--- config.mk ---
export PLATFORM = sky130hd
export DESIGN_NAME = openofdm_rx_byte_packer
export DESIGN_NICKNAME = d
export VERILOG_FILES = /design/src/rtl/openofdm_rx_byte_packer.sv
export SDC_FILE = /design/constraint.sdc
export NUM_CORES = 1
export LEC_CHECK = 0
export BUFFER_PORTS_ARGS = -buffer_cell sky130_fd_sc_hd__buf_4
export CAP_MARGIN = 15
export CORE_MARGIN = 2
export CORE_UTILIZATION = 50
export DETAILED_ROUTE_END_ITERATION = 12
export GPL_TIMING_DRIVEN = 0
export PLACE_DENSITY = 0.78
export SKIP_CTS_REPAIR_TIMING = 1
export SLEW_MARGIN = 20
export SYNTH_ARGS = -nofsm -noshare
export SYNTH_HDL_FRONTEND = slang
export SYNTH_SLANG_ARGS = --single-unit
--- constraint.sdc ---
create_clock -name clk -period 10.5 [get_ports clk]
set_input_delay 1.575 -clock clk [delete_from_list [all_inputs] [get_ports clk]]
set_output_delay 1.575 -clock clk [all_outputs]
set_load 0.01 [all_outputs]
--- src/rtl/openofdm_rx_byte_packer.sv ---
// Packs the OFDM receiver's header strobe, byte stream and FCS verdict into
// 64-bit stream words (header, data..., status with tlast) behind a FWFT FIFO.
//
// state  | meaning
// IDLE   | waiting for an accepted header strobe
// PACK   | collecting bytes into lanes, watching for FCS or idle timeout
// STATUS | one cycle: push the status word and pulse pkt_done_strobe
module openofdm_rx_byte_packer #(
    parameter int          FIFO_AW = 4,
    parameter logic [15:0] MAX_LEN = 16'd4095
) (
    input  logic        clk,
    input  logic        rstn,
    input  logic        soft_rst,
    input  logic        pkt_header_valid_strobe,
    input  logic        pkt_header_valid,
    input  logic [7:0]  pkt_rate,
    input  logic [15:0] pkt_len,
    input  logic        byte_out_strobe,
    input  logic [7:0]  byte_out,
    input  logic        fcs_out_strobe,
    input  logic        fcs_ok,
    input  logic [15:0] timeout_th,
    output logic [63:0] m_axis_tdata,
    output logic [7:0]  m_axis_tkeep,
    output logic        m_axis_tlast,
    output logic        m_axis_tvalid,
    input  logic        m_axis_tready,
    output logic        overflow_sticky,
    output logic        pkt_done_strobe
);

    localparam int DEPTH = 1 << FIFO_AW;

    typedef enum logic [1:0] {IDLE, PACK, STATUS} state_t;

    state_t      state, state_nxt;
    logic [15:0] len_q, rate_pad, cnt_q, cnt_inc, cnt_nxt, idle_q;
    logic [7:0]  rate_q;
    logic [63:0] buf_q, buf_ins, buf_nxt;
    logic        fcs_q, tout_q, ovf_q;
    logic [2:0]  lane;
    logic [3:0]  fill;
    logic        hdr_ok, byte_acc, byte_push, part_push, tmo_hit, term;

    logic        push, push_last, done;
    logic [63:0] push_data;
    logic [7:0]  push_keep;

    logic [72:0]      mem [DEPTH];
    logic [FIFO_AW:0] wr_ptr, rd_ptr;
    logic             empty, full, pop, wr_en, drop;
    logic [72:0]      head;

    assign rate_pad = {8'h00, rate_q};

    always_comb begin
        hdr_ok    = pkt_header_valid_strobe & pkt_header_valid &
                    (pkt_len != 16'd0) & (pkt_len <= MAX_LEN);
        lane      = cnt_q[2:0];
        cnt_inc   = cnt_q + 16'd1;
        byte_acc  = (state == PACK) & byte_out_strobe & (cnt_q < len_q);
        buf_ins   = buf_q;
        buf_ins[{lane, 3'b000} +: 8] = byte_out;
        byte_push = byte_acc & ((lane == 3'd7) | (cnt_inc == len_q));
        tmo_hit   = (state == PACK) & (timeout_th != 16'd0) & (idle_q == timeout_th) &
                    !byte_out_strobe & !fcs_out_strobe;
        term      = (state == PACK) & (fcs_out_strobe | tmo_hit);
        cnt_nxt   = byte_acc ? cnt_inc : cnt_q;
        buf_nxt   = byte_acc ? buf_ins : buf_q;
        // Terminating cycle flushes a partial word unless it already went out with this byte.
        part_push = term & !byte_push & (cnt_nxt[2:0] != 3'd0) & (cnt_nxt != len_q);
        fill      = byte_push ? ({1'b0, lane} + 4'd1) : {1'b0, cnt_nxt[2:0]};
    end

    always_ff @(posedge clk or negedge rstn) begin
        if (!rstn) state <= IDLE;
        else       state <= state_nxt;
    end

    always_comb begin
        state_nxt = state;
        push      = 1'b0;
        push_data = 64'd0;
        push_keep = 8'h00;
        push_last = 1'b0;
        done      = 1'b0;
        case (state)
            IDLE: begin
                if (hdr_ok) begin
                    push      = 1'b1;
                    push_data = {16'hA5A5, 24'd0, pkt_rate, pkt_len};
                    push_keep = 8'hFF;
                    state_nxt = PACK;
                end
            end
            PACK: begin
                if (byte_push | part_push) begin
                    push      = 1'b1;
                    push_data = buf_nxt;
                    push_keep = 8'hFF >> (4'd8 - fill);
                end
                if (term) state_nxt = STATUS;
            end
            STATUS: begin
                push      = 1'b1;
                push_data = {16'h5A5A, len_q, rate_pad[7:0], 5'd0, ovf_q, tout_q, fcs_q, cnt_q};
                push_keep = 8'hFF;
                push_last = 1'b1;
                done      = 1'b1;
                state_nxt = IDLE;
            end
            default: state_nxt = IDLE;
        endcase
        if (soft_rst) begin
            state_nxt = IDLE;
            push      = 1'b0;
            done      = 1'b0;
        end
    end

    always_ff @(posedge clk or negedge rstn) begin
        if (!rstn) begin
            len_q  <= 16'd0;
            rate_q <= 8'd0;
            cnt_q  <= 16'd0;
            idle_q <= 16'd0;
            buf_q  <= 64'd0;
            fcs_q  <= 1'b0;
            tout_q <= 1'b0;
        end else if (soft_rst) begin
            len_q  <= 16'd0;
            rate_q <= 8'd0;
            cnt_q  <= 16'd0;
            idle_q <= 16'd0;
            buf_q  <= 64'd0;
            fcs_q  <= 1'b0;
            tout_q <= 1'b0;
        end else if (state == IDLE) begin
            if (hdr_ok) begin
                len_q  <= pkt_len;
                rate_q <= pkt_rate;
                cnt_q  <= 16'd0;
                idle_q <= 16'd0;
                buf_q  <= 64'd0;
                fcs_q  <= 1'b0;
                tout_q <= 1'b0;
            end
        end else if (state == PACK) begin
            cnt_q  <= cnt_nxt;
            buf_q  <= (byte_push | part_push) ? 64'd0 : buf_nxt;
            idle_q <= byte_out_strobe ? 16'd0 : idle_q + 16'd1;
            if (fcs_out_strobe) fcs_q  <= fcs_ok;
            else if (tmo_hit)   tout_q <= 1'b1;
        end
    end

    assign empty = (wr_ptr == rd_ptr);
    assign full  = (wr_ptr[FIFO_AW] != rd_ptr[FIFO_AW]) &&
                   (wr_ptr[FIFO_AW-1:0] == rd_ptr[FIFO_AW-1:0]);
    assign pop   = !empty & m_axis_tready;
    assign wr_en = push & (!full | pop);
    assign drop  = push & full & !pop;

    always_ff @(posedge clk or negedge rstn) begin
        if (!rstn) begin
            wr_ptr <= '0;
            rd_ptr <= '0;
            ovf_q  <= 1'b0;
        end else if (soft_rst) begin
            wr_ptr <= '0;
            rd_ptr <= '0;
            ovf_q  <= 1'b0;
        end else begin
            if (wr_en) wr_ptr <= wr_ptr + 1'b1;
            if (pop)   rd_ptr <= rd_ptr + 1'b1;
            // A drop in the header cycle itself must still be reported.
            if (drop)                              ovf_q <= 1'b1;
            else if ((state == IDLE) && hdr_ok)    ovf_q <= 1'b0;
        end
    end

    always_ff @(posedge clk) begin
        if (wr_en) mem[wr_ptr[FIFO_AW-1:0]] <= {push_last, push_keep, push_data};
    end

    assign head            = mem[rd_ptr[FIFO_AW-1:0]];
    assign m_axis_tvalid   = !empty;
    assign m_axis_tdata    = empty ? 64'd0 : head[63:0];
    assign m_axis_tkeep    = empty ? 8'h00 : head[71:64];
    assign m_axis_tlast    = empty ? 1'b0  : head[72];
    assign overflow_sticky = ovf_q;
    assign pkt_done_strobe = done;

endmodule

==> impl_metrics.tcl <==
set metrics [dict create \
    rows 119 \
    vias 30000 \
    min_period_ps 6520 \
    cp-start-kind "flip-flop" \
    n_fill_cell 7397 \
    rsz0062_at_grt "no" \
    ys_seq_area_frac 0.719 \
    hp-class "reg -> reg" \
    arrival_ps 4950 \
    relSlewSlack 0.178 \
    maxCapViolCount 0 \
    ys_seq_elements 1303 \
    worstPathRequired_ps 8930 \
    synth-main-ff-cell "edfxtp_1" \
    powerDensity_mw_per_mm2 168 \
    tns_ps 0 \
    start_util 0.506 \
    grt_pass1_wl_um 211000 \
    slew_viol_final 0 \
    ir_drop_uv 162 \
    synth_enable_flop_cells 1168 \
    ant_nets 0 \
    syn2layout_area_growth_pct 15.4 \
    p_leak_nw 20.1 \
    globalplace.congestion 0.975 \
    path_max_fanout 10 \
    synth.top_cells.by_area "edfxtp_1 66%, mux4_2 15%, dfrtp_1 6.3%" \
    cts_sinks 1303 \
    setup_viol 0 \
    insertion_delay_ps 720 \
    worstMarginPinSlew_ps 1230 \
    layout.nets 3179 \
    cts_max_level 3 \
    drtIter0Drc 4541 \
    io_pins 133 \
    grt_antenna_before_repair 8 \
    status "finished clean" \
    critPathMaxStageDelay_ps 940 \
    detailed_place_hpwl_um 89500 \
    fin_crit_sh 0.621 \
    syn_area_per_cell_sq_um 19.4 \
    drt_pre_antenna_iters 6 \
    routedWlPerCell_um 32.1 \
    syn_inst 2757 \
    die_h_um 331 \
    synth_nets 2844 \
    synth_commonest_cells "1,168 x edfxtp_1, 365 x mux4_2, 135 x dfrtp_1, 123 x clkbuf_1, 116 x nand2_1" \
    port-buffer-count 131 \
    core-area_sq_mm 0.106 \
    netlist_area_sq_mm 0.0535 \
    grt_max_degree 98 \
    viasPerCell 6.54 \
    numCtsBuffers 120 \
    place_ws_ps 4020 \
    critPathKind "reg -> out" \
    track_usage 0.271 \
    cp_slowest_cell "clkbuf_1" \
    route.detailed.drc 0 \
    final_layout_size_suffix_gt1_frac 0.269 \
    synthArstFlopShare 0.104 \
    grt_overflow 0 \
    synth_top_cell_area_share 0.656 \
    finClkSkew_ps 24.4 \
    dieArea_sq_mm 0.110 \
    finalPower_w 0.0104 \
    root_buffer "clkbuf_16" \
    critPathCaptureType "output pin" \
    cts_tree "built" \
    synth_top_cell_by_area "edfxtp_1" \
    clockBufferDepth 3 \
    die_x_um 331 \
    synth_warnings 0 \
    cpMostUsedCell "clkbuf_1" \
    clk_pin_slew_ps 70 \
    cp_cell_sequence "clkbuf_1 -> clkbuf_1 -> clkbuf_1 -> mux4_2 -> mux4_2 -> nor2b_1 -> buf_4" \
    wl_um 147000 \
    setup_slack_ps 3980 \
    fmax_mhz 153 \
    yosys.cell_count.top_type "edfxtp_1" \
    hold_viol_final 0 \
    ys_types 70 \
    grt_pass1_vias 30000 \
]
-- where the power goes --
part	total [W]	internal, W	switching [W]
sequential	0.00558	0.00558	0.00000156
clock	0.00461	0.00267	0.00194
combinational	0.000184	0.0000719	0.000112
-- flip-flops by register name (all words and copies together), names as in the netlist, 2 cells and up --
signal and flops:
buf_q 64, state 2, mem 1168, idle_q 16, len_q 16, rate_q 8, wr_ptr 5, cnt_q 16
rd_ptr 5
-- logic make-up (layout without fill, tap and decap cells) --
| logic type | after synthesis | count (layout) | synth area share |
|---|---|---|---|
| adders and majority gates | 30 | 30 | 0.00702 |
| and+or+nand+nor | 424 | 424 | 0.0433 |
| AOI/OAI and AO/OA | 294 | 294 | 0.0375 |
| buffers and inverters | 200 | 642 | 0.0145 |
| DFF | 1303 | 1303 | 0.719 |
| other | 0 | 2 | 0 |
| muxes | 438 | 438 | 0.168 |
| xor gates and xnor gates | 68 | 68 | 0.0111 |
-- cells in the final DEF (no fill, tap or decap), drive strengths merged, types with 10 or more instances in the layout --
master and instances:
clkinv 55, ha 30, bufinv 20, nor2b 86
nor2 55, mux4 365, inv 35, o21ai 65
nor4 19, xnor2 31, clkbuf 285, dfrtp 135
a21oi 81, xor2 37, nand2 116, a22o 56
o21a 23, nand3 29, edfxtp 1168, nand4 25
and3 12, nor3 20, nand2b 11, mux2i 62
o211ai 10, buf 240, mux2 11, and2 21
-- metrics by stage --
stage | hold WS [ps] | instances | util | area, sq um
floorplan | 449 | 2757 | - | 53500
global placement | 461 | 4279 | 0.532 | 56200
detailed placement | 470 | 4355 | 0.543 | 57400
CTS | 482 | 4584 | 0.583 | 61600
global route | 515 | 4590 | 0.584 | 61700
finish | 483 | 4592 | 0.584 | 61700
-- critical path, delay by kind of cell, from the launching register on --
family / cells / cell delay, ps
flip-flops: 1 / 380
AND/OR/NAND/NOR: 1 / 170
buffers and inverters: 4 / 2530
multiplexers: 2 / 1140
-- final timing paths --
kind,from,endpoint,slack (ps),cells after the start
min reg2reg,buf_q[42],buf_q[42],480,2
max in group asynchronous,rstn,buf_q[28],8950,2
max reg2reg,cnt_q[0],mem[1][40],4580,15
max,rd_ptr[0],m_axis_tdata[42],3980,7
min in group asynchronous,rstn,cnt_q[10],730,1
min,buf_q[42],buf_q[42],480,2
-- metal layers --
metal / vias up / part of all wire / routed length [um] / GRT usage
met3: 380 / 0.12 / 17400 / 0.0637
met4: 12 / 0.042 / 6190 / 0.104
li1: 12000 / - / - / -
met1: 15500 / 0.36 / 53500 / 0.369
met5: - / 0.00047 / 69 / 0
met2: 2125 / 0.48 / 70100 / 0.428
-- layout make-up --
type / count / area, sq um / share of cell area
clock buffers: 146 / 3200 / 0.0519
plain buffers: 166 / 676 / 0.0109
inverters: 34 / 133 / 0.00215
flip-flops and latches: 1303 / 38500 / 0.623
multi-input cells: 1254 / 14400 / 0.233
repair buffers: 213 / 2120 / 0.0343
well taps: 1391 / 1740 / 0.0282
clock inverters: 83 / 990 / 0.0160
diodes: 2 / 5.00 / 0.0000811
No activity file was read; power rests on OpenSTA's default activity.
